**src/rtl/bed_thermal_pkg.sv**
```systemverilog
// Shared types and constants for the bed heater guard.
// States, fault codes and temperature width.
package bed_thermal_pkg;

  localparam int TEMP_W = 12;

  typedef enum logic [1:0] {
    ST_IDLE    = 2'd0,
    ST_HEATING = 2'd1,
    ST_HOLDING = 2'd2,
    ST_FAULT   = 2'd3
  } state_t;

  localparam logic [2:0] FAULT_NONE     = 3'd0;
  localparam logic [2:0] FAULT_OVERTEMP = 3'd1;
  localparam logic [2:0] FAULT_SENSOR   = 3'd2;
  localparam logic [2:0] FAULT_TIMEOUT  = 3'd3;
  localparam logic [2:0] FAULT_RUNAWAY  = 3'd4;

endpackage

```
**src/rtl/bed_runaway_monitor.sv**
```systemverilog
// Thermal-runaway detector: checks the temperature rise over each
// window of valid samples and pulses when it is too small.
module bed_runaway_monitor
  import bed_thermal_pkg::*;
#(
  parameter int unsigned SAMPLES = 64,
  parameter int unsigned DELTA   = 2
) (
  input  logic              clk,
  input  logic              reset,
  input  logic              restart,
  input  logic              temp_valid,
  input  logic [TEMP_W-1:0] temp_value,
  output logic              runaway
);

  localparam int CW = $clog2(SAMPLES + 1);

  logic [CW-1:0]     r_cnt;
  logic [TEMP_W-1:0] r_start;
  logic              w_last;
  logic [TEMP_W-1:0] w_rise;

  assign w_last = (r_cnt == CW'(SAMPLES - 1));

  // A falling temperature counts as no rise at all
  assign w_rise = (temp_value > r_start) ? (temp_value - r_start) : '0;

  assign runaway = temp_valid && !restart && w_last &&
                   (w_rise < TEMP_W'(DELTA));

  always_ff @(posedge clk) begin
    if (reset || restart) begin
      r_cnt   <= '0;
      r_start <= '0;
    end else if (temp_valid) begin
      if (r_cnt == '0)
        r_start <= temp_value;
      r_cnt <= w_last ? '0 : r_cnt + CW'(1);
    end
  end

endmodule

```
**src/rtl/bed_thermal_guard.sv**
```systemverilog
// Bed heater bang-bang controller with latched thermal protection
// (over-temp, sensor, sample timeout, runaway).
module bed_thermal_guard
  import bed_thermal_pkg::*;
#(
  parameter int unsigned SAMPLE_TIMEOUT  = 1_000_000,
  parameter int unsigned HYST            = 4,
  parameter int unsigned RUNAWAY_SAMPLES = 64,
  parameter int unsigned RUNAWAY_DELTA   = 2
) (
  input  logic              clk,
  input  logic              reset,
  input  logic [TEMP_W-1:0] max_temp,
  input  logic [TEMP_W-1:0] target_temp,
  input  logic              enable,
  input  logic              fault_clear,
  input  logic              temp_valid,
  input  logic [TEMP_W-1:0] temp_value,
  output logic              heater_on,
  output logic              fault,
  output logic [2:0]        fault_code,
  output logic [1:0]        state,
  output logic              at_target
);

  localparam int WD_W = $clog2(SAMPLE_TIMEOUT + 1);

  state_t            r_state, w_state_n;
  logic              r_heater, w_heater_n;
  logic              r_fault;
  logic [2:0]        r_code, w_code_n;
  logic              r_at, w_at_n;
  logic [WD_W-1:0]   r_wd, w_wd_n;

  logic [TEMP_W-1:0] w_tgt_eff;
  logic [TEMP_W-1:0] w_lo;
  logic              w_cfg;
  logic              w_sensor;
  logic              w_over;
  logic              w_runaway;
  logic              w_restart;
  logic [2:0]        w_cause;

  assign w_cfg     = (max_temp != '0);
  assign w_tgt_eff = (target_temp < max_temp) ? target_temp
                                              : max_temp - TEMP_W'(1);
  assign w_lo      = (w_tgt_eff < TEMP_W'(HYST)) ? '0
                                                 : w_tgt_eff - TEMP_W'(HYST);
  assign w_sensor  = temp_valid && (temp_value == '0 || temp_value == '1);
  assign w_over    = temp_valid && w_cfg && (temp_value >= max_temp);
  assign w_restart = (r_state != ST_HEATING);

  bed_runaway_monitor #(
    .SAMPLES (RUNAWAY_SAMPLES),
    .DELTA   (RUNAWAY_DELTA)
  ) u_runaway (
    .clk        (clk),
    .reset      (reset),
    .restart    (w_restart),
    .temp_valid (temp_valid),
    .temp_value (temp_value),
    .runaway    (w_runaway)
  );

  always_comb begin
    w_cause = FAULT_NONE;
    if (w_sensor)
      w_cause = FAULT_SENSOR;
    else if (w_over)
      w_cause = FAULT_OVERTEMP;
    else if (r_state == ST_HEATING && w_runaway)
      w_cause = FAULT_RUNAWAY;
    else if (!temp_valid && r_wd == WD_W'(SAMPLE_TIMEOUT))
      w_cause = FAULT_TIMEOUT;
  end

  always_comb begin
    w_state_n  = r_state;
    w_heater_n = r_heater;
    w_code_n   = r_code;
    w_at_n     = r_at;
    w_wd_n     = r_wd;
    unique case (r_state)
      ST_IDLE: begin
        w_heater_n = 1'b0;
        w_at_n     = 1'b0;
        w_wd_n     = '0;
        if (w_over) begin
          w_state_n = ST_FAULT;
          w_code_n  = FAULT_OVERTEMP;
        end else if (enable && w_cfg) begin
          w_state_n  = ST_HEATING;
          w_heater_n = 1'b1;
        end
      end
      ST_HEATING, ST_HOLDING: begin
        w_wd_n = temp_valid ? '0 : r_wd + WD_W'(1);
        if (w_cause != FAULT_NONE) begin
          w_state_n  = ST_FAULT;
          w_code_n   = w_cause;
          w_heater_n = 1'b0;
          w_at_n     = 1'b0;
          w_wd_n     = '0;
        end else if (!enable || !w_cfg) begin
          w_state_n  = ST_IDLE;
          w_heater_n = 1'b0;
          w_at_n     = 1'b0;
          w_wd_n     = '0;
        end else if (r_state == ST_HEATING) begin
          w_heater_n = 1'b1;
          if (temp_valid && temp_value >= w_tgt_eff) begin
            w_state_n  = ST_HOLDING;
            w_heater_n = 1'b0;
            w_at_n     = 1'b1;
          end
        end else if (temp_valid) begin
          // Between lo and target the heater keeps its last drive
          if (temp_value >= w_tgt_eff)
            w_heater_n = 1'b0;
          else if (temp_value < w_lo)
            w_heater_n = 1'b1;
          w_at_n = (temp_value >= w_lo);
        end
      end
      ST_FAULT: begin
        w_heater_n = 1'b0;
        w_at_n     = 1'b0;
        w_wd_n     = '0;
        if (fault_clear && !enable) begin
          w_state_n = ST_IDLE;
          w_code_n  = FAULT_NONE;
        end
      end
    endcase
  end

  always_ff @(posedge clk) begin
    if (reset) begin
      r_state  <= ST_IDLE;
      r_heater <= 1'b0;
      r_fault  <= 1'b0;
      r_code   <= FAULT_NONE;
      r_at     <= 1'b0;
      r_wd     <= '0;
    end else begin
      r_state  <= w_state_n;
      r_heater <= w_heater_n;
      r_fault  <= (w_state_n == ST_FAULT);
      r_code   <= w_code_n;
      r_at     <= w_at_n;
      r_wd     <= w_wd_n;
    end
  end

  assign heater_on  = r_heater;
  assign fault      = r_fault;
  assign fault_code = r_code;
  assign state      = r_state;
  assign at_target  = r_at;

endmodule

```
**config.mk**
```make
export PLATFORM = sky130hd
export DESIGN_NAME = bed_thermal_guard
export DESIGN_NICKNAME = d
export VERILOG_FILES = /design/src/rtl/bed_thermal_pkg.sv /design/src/rtl/bed_runaway_monitor.sv /design/src/rtl/bed_thermal_guard.sv
export SDC_FILE = /design/constraint.sdc
export NUM_CORES = 1
export LEC_CHECK = 0
export CAP_MARGIN = 25
export CORE_MARGIN = 5
export CORE_UTILIZATION = 40
export DETAILED_ROUTE_END_ITERATION = 7
export SLEW_MARGIN = 15
export SYNTH_ARGS = -nofsm -noshare
export SYNTH_HDL_FRONTEND = slang
export SYNTH_HIERARCHICAL = 1
export SYNTH_SLANG_ARGS = --single-unit
```
**constraint.sdc**
```tcl
create_clock -name clk -period 8.51 [get_ports clk]
set_input_delay 2.1275 -clock clk [delete_from_list [all_inputs] [get_ports clk]]
set_output_delay 2.1275 -clock clk [all_outputs]
set_load 0.03 [all_outputs]
```
* After elaboration in Yosys (flattened, before gate mapping)
Index checks and enable logic that the tools add are counted. W data, S select, Z words.
Word-level totals: bits in registers 47
Cells by class: equality and inequality tests 14, mux-type cells 40, order comparisons 8, reductions and logical operators 29, add/subtract/negate cells 5
Operator list (number):
- $mux W20 | 3
- $pmux W20 S2 | 1
- $ge A12 B12 Y1 | 3
- $mux W12 | 3
- $lt A12 B12 Y1 | 2
- $add A20 B1 Y20 const B | 1
- $eq A20 B20 Y1 const B | 1
- $mux W3 | 6
- $mux W2 | 8
- $mux W1 | 14
- $eq A12 B12 Y1 const B | 1
- $gt A12 B12 Y1 | 1
- $logic_not A12 Y1 | 1
- $lt A12 B2 Y1 const B | 1
- $lt A12 B3 Y1 const B | 1
- $reduce_bool A12 Y1 | 1
- $sub A12 B1 Y12 const B | 1
- $sub A12 B12 Y12 | 1
- $sub A12 B3 Y12 const B | 1
- $logic_and A1 B1 Y1 | 11
- $ne A5 B5 Y1 const B | 2
- $pmux W3 S3 | 1
- $add A7 B1 Y7 const B | 1
- $eq A7 B6 Y1 const B | 1
- 17 further kinds | 29

* Depth between registers and ports, before layout
Gate-level depths: netlist of run 1.
depth after elaboration 13, depth in mapped cells 26, mapped depth without buffers 23

* Modules after synthesis
The synthesis of run 1 kept the hierarchy.
By module, submodules not included:
- bed_thermal_guard | cells each 413, seq. area each 560.5 µm², instances 1, area each 3264.4 µm²
- bed_runaway_monitor | cells each 179, seq. area each 380.4 µm², instances 1, area each 1465.2 µm²

* Least setup slack after synthesis of run 1
OpenSTA, ideal clock, no wires.
path kind input-to-reg, start input max_temp[2], end register r_heater (netlist: heater_on), stages on the path 25, setup slack 1.872 ns, setup time 0.086 ns, data arrival time 6.553 ns, buffers on the path 3, path through buf_6 > inv_1 > ha_1 > a211oi_1 > o21ai_0 > a211oi_2 > o21bai_1 > buf_2 > clkbuf_1 > o21ai_0 > ha_1 > nand4_1 > mux2_2 > nor3_4 > nand3_4 > and2_4 > ha_1 > nor2b_1 > o211ai_1 > a21o_1 > a31oi_1 > o21a_1 > o2111ai_1 > and2_1 > a211oi_1
Between the ends: cells in the longest elaborated chain, start to end 9, elaborated cells on any way between the ends 31, classes of those cells add/sub: 2; order compare: 5; eq/ne: 2; mux: 13; reduce/logical: 9
RTL lines:
- start: declaration | RTL line bed_thermal_guard.sv:13 | input logic [TEMP_W-1:0] max_temp,
- branches (longest 9 deep; another with $sub A12 B1 Y12)
- end signal: assignment | RTL line bed_thermal_guard.sv:147 | r_heater <= w_heater_n;
- end: declaration | RTL line bed_thermal_guard.sv:29 | logic r_heater, w_heater_n;
Several ways; the timed one is not identified. The select of a mux whose other input is x is not followed. A chain may end at the register's enable or synchronous reset.

* Worst setup path after layout of run 1
Ends and elaborated chain as after synthesis.

==> results of run 1 <==
[final timing paths]
| check | endpoint | depth (start not counted) |
|---|---|---|
| worst max register to register | r_wd[10] | 14 |
| worst max-delay path | heater_on | 24 |
| worst min register to register | u_runaway/r_cnt[6] | 2 |
| worst min-delay path | u_runaway/r_cnt[6] | 2 |
[stage by stage]
| stage | hold slack [ps] | area (µm²) | cells | setup slack, ps |
|---|---|---|---|---|
| final | 475 | 5490 | 782 | 1230 |
| after global routing | 507 | 5490 | 782 | 835 |
| after CTS | 480 | 5490 | 782 | 1290 |
| after detailed placement | 466 | 5350 | 774 | 986 |
| after global placement | 453 | 5350 | 774 | 1240 |
| after floorplan | 437 | 4730 | 592 | 1870 |
[final cells by class]
cell class / count / area [µm²]
sequential: 47 / 941
inverter: 44 / 165
clock inverter: 2 / 16.3
tap: 143 / 179
fill: 1155 / 6020
timing repair buffer: 49 / 488
multi-input combinational: 491 / 3570
clock buffer: 6 / 129
[state kept, by name (all words and copies together), names as in the netlist]
name               flops
fault                  1
r_wd                  20
at_target              1
heater_on              1
u_runaway/r_cnt        7
state                  2
fault_code             3
u_runaway/r_start     12
[tightest hold or removal path, stage by stage, from the launching register on]
cell and delay [ps]:
dfxtp_1 330, nand2_1 60, a41oi_1 40
[synth_stat cells (all sizes together) (7+ instances only)]
master   n
ha      67
nor2    64
dfxtp   47
inv     44
nand2   41
o21ai   32
a21oi   29
nand4   25
xnor2   23
nand3   20
mux2i   19
xor2    17
nor3    16
nor2b   12
a211oi  11
nand2b  11
and3     9
nor4     9
o21a     9
or3      7
[power breakdown]
part / leakage (nW) / internal [W] / switching, W / total [W]
clock: 0.0675 / 0.000110 / 0.0000898 / 0.000200
combinational: 1.69 / 0.000163 / 0.000225 / 0.000388
sequential: 0.380 / 0.000235 / 0.0000135 / 0.000248
total: 2.14 / 0.000508 / 0.000328 / 0.000836
[logic make-up (layout without fill, tap and decap cells)]
| kind of cell | after synthesis | count (layout) | synth area share |
|---|---|---|---|
| AOI/OAI and AO/OA | 122 | 122 | 0.167 |
| buffers and inverters | 54 | 101 | 0.0452 |
| adders and majority gates | 68 | 68 | 0.181 |
| muxes | 22 | 22 | 0.0481 |
| xor gates and xnor gates | 40 | 40 | 0.0757 |
| and+or+nand+nor | 239 | 239 | 0.283 |
| DFF | 47 | 47 | 0.199 |
[per-layer routing]
| layer | wire [µm] | GRT usage |
|---|---|---|
| met1 | 6110 | 0.241 |
| met2 | 5510 | 0.288 |
| met3 | 499 | 0.0334 |
| met4 | 184 | 0.0500 |
| met5 | 0 | 0 |
==> results by group, run 1 <==
STA
  • Maximum achievable frequency: 137 MHz
  • Worst Clk Skew: 5.88 ps
  • Slew headroom: 0.400
  • Number of max-slew violations in the final report: 0
  • Crit path time final: 7280 ps
  • Final clock period utilization by the worst path: 0.856
  • Sum of negative setup slack: 0 ps
  • Final setup fails: 0
  • Hold violation total from the final report: 0
  • Unrepaired setup endpoints after global routing: no
  • Slew at the pin with the worst max-slew slack: 897 ps

Detailed routing
  • DR iter-0 viols: a little under 200
  • Post-DRT Antenna Nets: 0
  • DR vias: 4429
  • Remaining design rule violation count: 0
  • DRT Wirelength: ~12000 µm
  • Detailed-router iteration count before antenna repair: 5
  • Routed length per instance: approximately 16 µm
  • Routed vias/inst: 5.66

CTS
  • CTS Buffer Depth: 2
  • Clk_lat worst skew: 290 ps
  • H-tree Lvls: 2
  • Setup Fix Bufs, Post-CTS: 0
  • Number of CTS-inserted buffers: 5
  • Post-CTS sizing: 0
  • TritonCTS clock tree: done
  • Quantity of hold-fixing buffers added after cts: 0
  • TritonCTS sink count: 47
  • Clock transition time at the flip-flop clock pins of the worst setup and hold paths: 70 ps
  • Clock root buffer master: clkbuf_16

Layout
  • Fraction of final layout cells sized beyond drive strength 1: 0.0563
  • Finished Core Util: 0.477
  • Most frequent cells in the layout: 67 x ha_1, 63 x nor2_1, 48 x clkdlybuf4s50_1, 47 x dfxtp_1, 44 x inv_1
  • Count of inserted antenna diode cells: 0
  • Area added between synthesis and finish: 16.1%
  • Most frequent standard cell in the layout excluding fill and tap cells: ha_1
  • Net count of the finished layout: between 700 and 800

Yosys
  • Cell count after synthesis: 592
  • Number of nets in the synthesized netlist: ~700
  • Yosys cell types: 74
  • Synth warn: 6
  • Mean post-synth cell area: 7.99 µm²
  • EDFF count, synth: 0
  • Top cells by area in the synthesized netlist: dfxtp_1 20%, ha_1 18%, nor2_1 5.0%, xnor2_1 4.1%, mux2i_1 4.0%
  • Area share of the largest cell type after synthesis: 0.199
  • Proportion of synthesized chip area in sequential cells: 0.199
  • Cell Area, Synth: 0.00473 mm²
  • Cell accounting for the most synthesized area: dfxtp_1
  • Post-synthesis sequential element count: 47
  • Dominant register cell in the synthesized netlist: dfxtp_1
  • Asr flop ratio synth: 0

Setup path
  • Maximum cell stage delay along the critical path: 650 ps
  • Setup Crit Path Kind: primary input to register
  • Buffers plus inverters on the worst setup path: 3
  • CP Launch Type: primary input
  • Worst path top cell family by delay: compound AO/OA/AOI/OAI gates
  • Library cell contributing the largest single delay on the critical path: clkdlybuf4s50_1
  • Arrival time of data at the critical path endpoint: 7500 ps
  • Crit path max fanout: 24
  • Ordered cell list for the critical path: clkdlybuf4s50_1 -> inv_1 -> ha_1 -> a211oi_1 -> o21ai_0 -> a211oi_2 -> o21bai_1 -> buf_4 -> o21ai_0 -> ha_1 -> nand4_1 -> mux2_2 -> nor3_4 -> nand3_4 -> and2_4 -> ha_1 -> nor2b_1 -> o211ai_1 -> a21o_1 -> a31oi_1 -> o21a_1 -> o2111ai_1 -> and2_1 -> a211oi_1
  • Worst r2r src: u_runaway/r_start[1]
  • Launch point of the critical path: max_temp[2]
  • Critical path endpoint category: register
  • Most prevalent standard cell on the critical path: ha_1
  • Flop2flop setup slack: about 4600 ps
  • Required time of the critical path: 8720 ps

Placement
  • IO Port Bufs: 48
  • DP HPWL: 9820 µm
  • Routability-driven placement congestion ratio: 0.889

Outcome
  • Result of the run: finished clean

Floorplanning
  • I/O Pins: 49
  • Std cell rows: 39
  • Effective utilization at floorplan: 0.411
  • Placeable Area: between 0.01 and 0.015 mm²
  • Overall die height: ~120 µm
  • Die extent in x: approximately 120 µm
  • Die area: 0.0141 mm²

Worst hold path
  • Classification of the worst-slack hold path: register to register
  • Hold path startpoint: u_runaway/r_cnt[6]

GRT
  • Pin count of the biggest net entering global routing: 25
  • Global-route wire length before repair: 20900 µm
  • Global-route total usage across every layer: 0.177
  • Total gr overflow: 0
  • Number of antenna violations at the first check in global routing: 0
  • Vias in the first global route: 4287

Pwr
  • Largest vdd supply drop: 134 µV
  • Post-route total power: 0.000836 W
  • Static power due to leakage: between 2 and 2.5 nW
  • Power per unit of standard cell area: 152 mW/mm²

Run
  • Max-capacitance violation count: 0
(Power assumes the default switching activity.)
==> inputs of run 2 (changes only) <==
- clock period: 8.51 -> 9.21 ns (I/O delays scaled with it)
==> results by group, run 2 (synthesis gave the netlist of run 1 again) <==
Detailed routing
  • Met3 wirelength from detailed routing: 542 µm
  • M1 wire length: 6010 µm
  • Topmost layer with routed signal wires: met4
  • Remaining design rule violation count: 0
  • DR iter-0 viols: about 250
  • Detailed-router iteration count before antenna repair: 6
  • Routed vias/inst: 5.65
  • Amount of wire on met2 after detailed routing: 5600 µm
  • Routed length per instance: 15.7 µm
  • DRT Wirelength: about 12000 µm
  • Post-DRT Antenna Nets: 0
  • DR vias: 4422

GRT
  • Number of antenna violations at the first check in global routing: 0
  • Total gr overflow: 0
  • Pin count of the biggest net entering global routing: 25
  • Global-route total usage across every layer: 0.173
  • Global-route wire length before repair: 20500 µm
  • Vias in the first global route: 4237

STA
  • Final setup fails: 0
  • Worst Clk Skew: 9.12 ps
  • Unrepaired setup endpoints after global routing: no
  • Slew at the pin with the worst max-slew slack: 885 ps
  • Crit path time final: 7510 ps
  • Sum of negative setup slack: 0 ps
  • Maximum achievable frequency: between 100 and 150 MHz
  • Slew headroom: 0.408
  • Number of max-slew violations in the final report: 0
  • Hold violation total from the final report: 0
  • Final clock period utilization by the worst path: 0.815

Setup path
  • Capture point of the worst reg-to-reg path: r_wd[15]
  • Crit path max fanout: 24
  • Flop2flop setup slack: between 5000 and 6000 ps
  • Required time of the critical path: 9420 ps
  • Arrival time of data at the critical path endpoint: slightly below 8000 ps
  • Critical path endpoint category: register
  • Path depth of the worst reg2reg path: 14
  • Worst r2r src: u_runaway/r_start[0]
  • Critical path destination: heater_on
  • CP Launch Type: primary input
  • Launch point of the critical path: max_temp[2]
  • Setup Crit Path Kind: primary input to register

Layout
  • Most frequent standard cell in the layout excluding fill and tap cells: ha_1
  • Finished Core Util: 0.477
  • Most frequent cells in the layout: 67 x ha_1, 63 x nor2_1, 48 x clkdlybuf4s50_1, 47 x dfxtp_1, 44 x inv_1
  • Largest registers: r_wd x20, u_runaway/r_start x12, u_runaway/r_cnt x7
  • Area added between synthesis and finish: 16.1%
  • Net count of the finished layout: 747
  • Fraction of final layout cells sized beyond drive strength 1: 0.0563
  • Register bank with the most flops: r_wd
  • Count of inserted antenna diode cells: 0
  • Flip-flop count of the largest register after layout: 20
  • Number of non-filler instances in the completed layout: approximately 800

CTS
  • Setup Fix Bufs, Post-CTS: 0
  • Quantity of hold-fixing buffers added after cts: 0
  • Clk_lat worst skew: 290 ps
  • TritonCTS sink count: 47
  • Clock transition time at the flip-flop clock pins of the worst setup and hold paths: 70 ps
  • Clock root buffer master: clkbuf_16
  • TritonCTS clock tree: done
  • Number of CTS-inserted buffers: 5
  • CTS Buffer Depth: 2
  • Post-CTS sizing: 0
  • H-tree Lvls: 2

Floorplanning
  • Overall die height: 119 µm
  • I/O Pins: 49
  • Std cell rows: 39
  • Die area: about 0.014 mm²
  • Placeable Area: 0.0115 mm²
  • Die extent in x: 119 µm
  • Effective utilization at floorplan: 0.411

Placement
  • IO Port Bufs: 48
  • DP HPWL: 9840 µm
  • Routability-driven placement congestion ratio: around 0.89
  • Placed Cells: 774

Pwr
  • Power per unit of standard cell area: around 140 mW/mm²
  • Static power due to leakage: 2.14 nW
  • Largest vdd supply drop: 101 µV

Run
  • Max-capacitance violation count: 0

Worst hold path
  • Classification of the worst-slack hold path: register to register

Outcome
  • Result of the run: finished clean
run 2: cell counts in the layout (fill, tap and decap cells not counted):
Identical to the previous run, type by type.
run 2: critical path: stages:
cell and delay, ps:
clkdlybuf4s50_1 650, inv_1 150, ha_1 330, a211oi_1 220
o21ai_0 160, a211oi_2 340, o21bai_1 90, buf_4 220
o21ai_0 350, ha_1 300, nand4_1 110, mux2_2 320
nor3_4 270, nand3_4 170, and2_4 220, ha_1 180
nor2b_1 150, o211ai_1 110, a21o_1 170, a31oi_1 220
o21a_1 170, o2111ai_1 130, and2_1 200, a211oi_1 200
run 2: where the power goes:
part           internal (W)  switching (W)
combinational      0.000151       0.000207
sequential         0.000217      0.0000124
clock              0.000102      0.0000816
run 2: layout make-up:
class / count / area, µm²
multi-input combinational: 491 / 3570
sequential: 47 / 941
tap: 143 / 179
timing repair buffer: 49 / 488
fill: 1127 / 6020
clock buffer: 6 / 129
clock inverter: 2 / 16.3
inverter: 44 / 165
run 2: worst min-delay path by stage:
stage | to | slack (ps) | start | cells past startpoint
final | r_wd[0] | 480 | r_wd[0] | 1
after global routing | fault_code[1] | 510 | fault_code[1] | 2
after CTS | r_wd[0] | 480 | r_wd[0] | 1
after detailed placement | r_wd[0] | 460 | r_wd[0] | 1
after global placement | r_wd[0] | 450 | r_wd[0] | 1
after floorplan | r_wd[0] | 440 | r_wd[0] | 1
run 2: stage by stage:
step	area (µm²)	total power (W)	setup WS, ps	hold WS (ps)
after floorplan	4730	0.000484	2400	437
after global placement	5350	0.000581	1760	453
after detailed placement	5350	0.000588	1500	465
after CTS	5490	0.000775	1800	481
after global routing	5490	0.000829	1390	506
final	5490	0.000770	1700	477
run 2: per-layer routing:
metal / vias to the layer above / GRT usage
met5: - / 0
met4: 0 / 0.0311
met3: 10 / 0.0272
met2: 99 / 0.290
met1: 2068 / 0.238
li1: 2245 / -
==> inputs of run 3 (changes only) <==
- clock period: 9.21 -> 7.1 ns (I/O delays scaled with it)
==> results by group, run 3 (synthesis gave the netlist of run 1 again) <==
STA
  • Hold violation total from the final report: 0
  • Maximum achievable frequency: 153 MHz
  • Worst Clk Skew: 3.48 ps
  • Worst path setup slack after routing: 547 ps
  • Sum of negative setup slack: 0 ps
  • Slew headroom: 0.431
  • Final clock period utilization by the worst path: 0.923
  • Final setup fails: 0
  • Slew at the pin with the worst max-slew slack: 851 ps
  • Number of max-slew violations in the final report: 0
  • Unrepaired setup endpoints after global routing: no
  • Crit path time final: between 6000 and 7000 ps

Layout
  • Flip-flop count of the largest register after layout: 20
  • Area added between synthesis and finish: 17.4%
  • Most frequent cells in the layout: 67 x ha_1, 63 x nor2_1, 48 x clkdlybuf4s50_1, 47 x dfxtp_1, 44 x inv_1
  • Most frequent standard cell in the layout excluding fill and tap cells: ha_1
  • Net count of the finished layout: 754
  • Fraction of final layout cells sized beyond drive strength 1: 0.0697
  • Count of inserted antenna diode cells: 0
  • Register bank with the most flops: r_wd
  • Fill cell count: 1149
  • Number of non-filler instances in the completed layout: approximately 800
  • Largest registers: r_wd x20, u_runaway/r_start x12, u_runaway/r_cnt x7
  • Post-layout instance area: 0.00555 mm²

Worst hold path
  • Classification of the worst-slack hold path: register to register

Detailed routing
  • DR vias: approximately 4500
  • Routed length per instance: ~16 µm
  • DRT Wirelength: 12300 µm
  • Routed vias/inst: 5.64
  • DR iter-0 viols: 223
  • Detailed-router iteration count before antenna repair: 4
  • Remaining design rule violation count: 0
  • Post-DRT Antenna Nets: 0

CTS
  • Clock root buffer master: clkbuf_16
  • TritonCTS sink count: 47
  • TritonCTS clock tree: done
  • Clk_lat worst skew: approximately 290 ps
  • Number of CTS-inserted buffers: 5
  • CTS Buffer Depth: 2
  • Clock transition time at the flip-flop clock pins of the worst setup and hold paths: roughly 70 ps
  • H-tree Lvls: 2

Pwr
  • Static power due to leakage: between 2 and 2.5 nW
  • Power per unit of standard cell area: 182 mW/mm²
  • Largest vdd supply drop: 153 µV
  • Post-route total power: 0.00101 W

Floorplanning
  • Effective utilization at floorplan: 0.411
  • Die extent in x: 119 µm
  • I/O Pins: 49
  • Placeable Area: 0.0115 mm²
  • Std cell rows: 39
  • Die area: roughly 0.014 mm²
  • Overall die height: 119 µm

GRT
  • Vias in the first global route: 4337
  • Global-route wire length before repair: 20700 µm
  • Global-route total usage across every layer: 0.173
  • Pin count of the biggest net entering global routing: 21
  • Number of antenna violations at the first check in global routing: 0
  • Total gr overflow: 0

Run
  • Max-capacitance violation count: 0

Placement
  • Routability-driven placement congestion ratio: 0.899
  • Minimum setup slack after placement: roughly 180 ps
  • DP HPWL: 9970 µm
  • Placed Cells: 781
  • IO Port Bufs: 48
  • Cell Area, Placed: between 0.005 and 0.006 mm²

Setup path
  • Required time of the critical path: 7300 ps
  • Launch point of the critical path: max_temp[3]
  • Critical path destination: heater_on
  • Path depth of the worst reg2reg path: 14
  • Flop2flop setup slack: 3260 ps
  • Critical path endpoint category: register
  • Capture point of the worst reg-to-reg path: r_wd[2]
  • CP Launch Type: primary input
  • Setup Crit Path Kind: primary input to register
  • Worst r2r src: u_runaway/r_start[1]
  • Crit path max fanout: 10
  • Arrival time of data at the critical path endpoint: between 6000 and 7000 ps

Outcome
  • Result of the run: finished clean
[run 3: cell type report]
class	count	area, µm²	area share
clock buffers	5	125	0.0225
clock inverters	3	22.5	0.00406
inverters	44	165	0.0297
multi-input cells	491	3580	0.645
flip-flops and latches	47	941	0.169
well taps	143	179	0.0322
repair buffers	56	541	0.0974
[run 3: worst max-delay path: stages]
cell	delay, ps
clkdlybuf4s50_1	590
inv_1	130
ha_1	230
a211oi_1	190
o21ai_0	150
a211oi_2	370
o21bai_2	180
buf_4	200
o21ai_1	170
ha_1	270
nand4_1	120
mux2_2	320
nor3_4	260
nand3_4	160
and2_4	210
ha_1	170
nor2b_1	110
o211ai_1	90
a21o_1	160
a31oi_1	170
o21a_1	160
o2111ai_1	130
and2_1	190
a211oi_1	230
[run 3: how the worst min path moves through the flow]
stage                       start            endpoint  slack, ps  cells after the start
5_1_grt        u_runaway/r_cnt[6]  u_runaway/r_cnt[6]        510                      2
6_report       u_runaway/r_cnt[6]  u_runaway/r_cnt[6]        490                      2
2_1_floorplan             r_wd[0]             r_wd[0]        440                      1
3_3_place_gp              r_wd[0]             r_wd[0]        460                      1
3_5_place_dp   u_runaway/r_cnt[6]  u_runaway/r_cnt[6]        470                      2
4_1_cts        u_runaway/r_cnt[6]  u_runaway/r_cnt[6]        480                      2
[run 3: through the flow]
stage,hold WS [ps],util
finish,487,0.482
global route,509,0.482
CTS,483,0.482
detailed placement,471,0.469
global placement,458,0.469
floorplan,437,-
[run 3: metal layers]
| layer | GRT usage | part of all wire | routed length (µm) | up-vias |
|---|---|---|---|---|
| met5 | 0 | 0 | 0 | - |
| met4 | 0.0275 | 0.0094 | 116 | 0 |
| met3 | 0.0291 | 0.042 | 519 | 12 |
| met2 | 0.299 | 0.47 | 5760 | 85 |
| met1 | 0.231 | 0.48 | 5900 | 2100 |
| li1 | - | - | - | 2256 |
[run 3: repair_timing]
action	in CTS	in global routing
hold buffers	0	0
gates resized for setup	0	2
buffers inserted	0	0
endpoints found under the setup margin	0	1
[run 3: report_power, final]
group	internal, W	total, W	switching, W
Sequential	0.000281	0.000298	0.0000164
Clock	0.000132	0.000242	0.000110
Combinational	0.000201	0.000471	0.000270
==> RTL edit: new RTL, config.mk and constraints of run 1 <==
Set the parameter `RUNAWAY_SAMPLES` to 128 (it was 64).
--- a/src/rtl/bed_thermal_guard.sv
+++ b/src/rtl/bed_thermal_guard.sv
@@ -5,7 +5,7 @@
 #(
   parameter int unsigned SAMPLE_TIMEOUT  = 1_000_000,
   parameter int unsigned HYST            = 4,
-  parameter int unsigned RUNAWAY_SAMPLES = 64,
+  parameter int unsigned RUNAWAY_SAMPLES = 128,
   parameter int unsigned RUNAWAY_DELTA   = 2
 ) (
   input  logic              clk,
Behaviour: same outputs for any inputs over 10 cycles, from zero or initial values and one cycle with reset high; that may be too few to reach the edited logic, so the function may still have changed.
==> RTL edit against run 1 <==
  * First-iteration DRC count up 41%
  * Setup slack better by 0.030 ns
  * Non-clock buffer count unchanged
  * Utilization down 1.1 points
  * Sequential cell count up 1
  * Clock skew up 0.0017 ns
  * Cell area up 1.1%
  * Routed wire length up 2.2%
  * Via count up 3.3%
  * Die area up 1.4%
  * Count of clock-buffer cells in the layout down 1
  * Area after synthesis up 1.5%
  * Sequential share of layout area up 0.18 points
  * Total power up 0.81%
  * Critical path type unchanged
  * Highest routed layer unchanged
==> RTL edit: results <==
metrics = {
    "synthesis": {
        "synth_area_leaders": "dfxtp_1, ha_1, nor2_1",
        "yosys-top-cells-count": "ha_1, nor2_1, dfxtp_1",
        "ys_seq_area_share_pct": 20.02,
        "syn-num-nets": 720,
        "ys_types": 71,
    },
    "critical_path": {
        "rrSetupSlack_ns": 4.64,
        "arrival_ns": 7.45,
        "r2r-end": "r_wd[14]",
        "r2r_start": "u_runaway/r_start[0]",
    },
    "routing": {
        "vias": 4576,
        "drtIter0Drc": 274,
        "first_pass_iters": 7,
        "postRouteWirelength_mm": 12.57,
    },
    "placement": {
        "gp_congestion": 0.8605,
        "dp_hpwl_mm": 9.909,
        "portBuffers": 48,
    },
    "global_route": {
        "grt_pass1_wl_mm": 20.98,
        "track_usage_pct": 17.42,
        "grt_pass1_vias": 4317,
        "antenna_found_initial": 0,
    },
    "power_and_ir_drop": {
        "irDropWorstVdd_v": 0.0001536,
        "power_leakage_nw": 2.135,
    },
    "cts": {
        "clk_latency_ns": 0.29,
    },
    "sta": {
        "tightest_slew_ns": 0.8608,
        "finClkSkew_ns": 0.007617,
    },
    "min_path": {
        "min_to": "fault_code[1]",
        "hold_start": "fault_code[1]",
        "hold_depth": 2,
    },
    "finish": {
        "fin_nets": 763,
        "n_fill_cell": 1201,
        "drive_above_1_share_pct": 5.802,
        "reg_top3": "r_wd: 20 flops, u_runaway/r_start: 12 flops, u_runaway/r_cnt: 8 flops",
    },
    "status": {
        "status": "finished, final reports clean",
    },
}
-- RTL edit: cell count changes in the layout (fill, tap and decap cells not counted), moves of 3 or more --
cell / delta
o21ai_0: +11
nand3_1: +5
a21oi_1: +4
nor2_1: +4
o21a_1: -4
mux2i_1: -3
nor2b_1: -3
-- RTL edit: area by class of cell --
cell class | count | share of cell area [%]
clock buffers | 5 | 2.253
clock inverters | 3 | 0.4281
inverters | 46 | 3.110
multi-input cells | 504 | 64.80
flip-flops and latches | 48 | 17.31
well taps | 147 | 3.312
repair buffers | 49 | 8.788
-- RTL edit: per-layer routing --
layer | part of all wire, % | GRT usage (%) | vias up
li1 | - | - | 2300
met1 | 50 | 24.99 | 2163
met2 | 45 | 28.07 | 102
met3 | 4.1 | 2.733 | 11
met4 | 0.83 | 2.863 | 0
met5 | 0 | 0 | -
-- RTL edit: logic make-up after synthesis --
| logic type | Yosys count | synth area share (%) |
|---|---|---|
| XOR/XNOR | 39 | 7.271 |
| buffers and inverters | 59 | 5.030 |
| flip-flops | 48 | 20.02 |
| adder cells (fa/ha/maj) | 68 | 17.88 |
| multiplexers | 19 | 4.118 |
| AND/OR/NAND/NOR | 246 | 27.99 |
| AO/OA/AOI/OAI | 132 | 17.70 |
-- RTL edit: report_power, final --
group | switching [W] | internal [W] | total (W) | leakage, nW
Clock | 0.0000889 | 0.000109 | 0.000198 | 0.0660
Sequential | 0.0000141 | 0.000239 | 0.000254 | 0.388
Combinational | 0.000229 | 0.000162 | 0.000391 | 1.68
-- RTL edit: worst register-to-register path: stages, from the launching register on --
cell,delay [ns]
dfxtp_1,0.32
ha_1,0.21
fa_1,0.40
nand2b_1,0.20
a211oi_1,0.35
or2_4,0.21
a211o_1,0.11
a21oi_2,0.05
a31oi_1,0.20
o41ai_2,0.16
nand2_1,0.14
nand2_1,0.09
nor3b_4,0.34
nand4_1,0.74
nor2_1,0.29
-- RTL edit: how the worst max path moves through the flow --
| stage | end | slack, ns | start | cells after the start |
|---|---|---|---|---|
| global placement | heater_on | 1.28 | max_temp[2] | 24 |
| global route | heater_on | 0.92 | max_temp[2] | 24 |
| floorplan | heater_on | 1.87 | max_temp[2] | 25 |
| detailed placement | heater_on | 1.04 | max_temp[2] | 24 |
| CTS | heater_on | 1.31 | max_temp[2] | 24 |
| finish | heater_on | 1.26 | max_temp[2] | 24 |
-- RTL edit: stage by stage --
step	utilization (%)	std cells	setup WS, ns	hold WS (ns)	cell area (um^2)
CTS	46.62	802	1.308	0.4858	5553
floorplan	-	611	1.872	0.4372	4801
global route	46.62	802	0.9211	0.5139	5553
global placement	45.37	794	1.283	0.4531	5404
detailed placement	45.37	794	1.036	0.4668	5404
finish	46.62	802	1.256	0.4740	5553
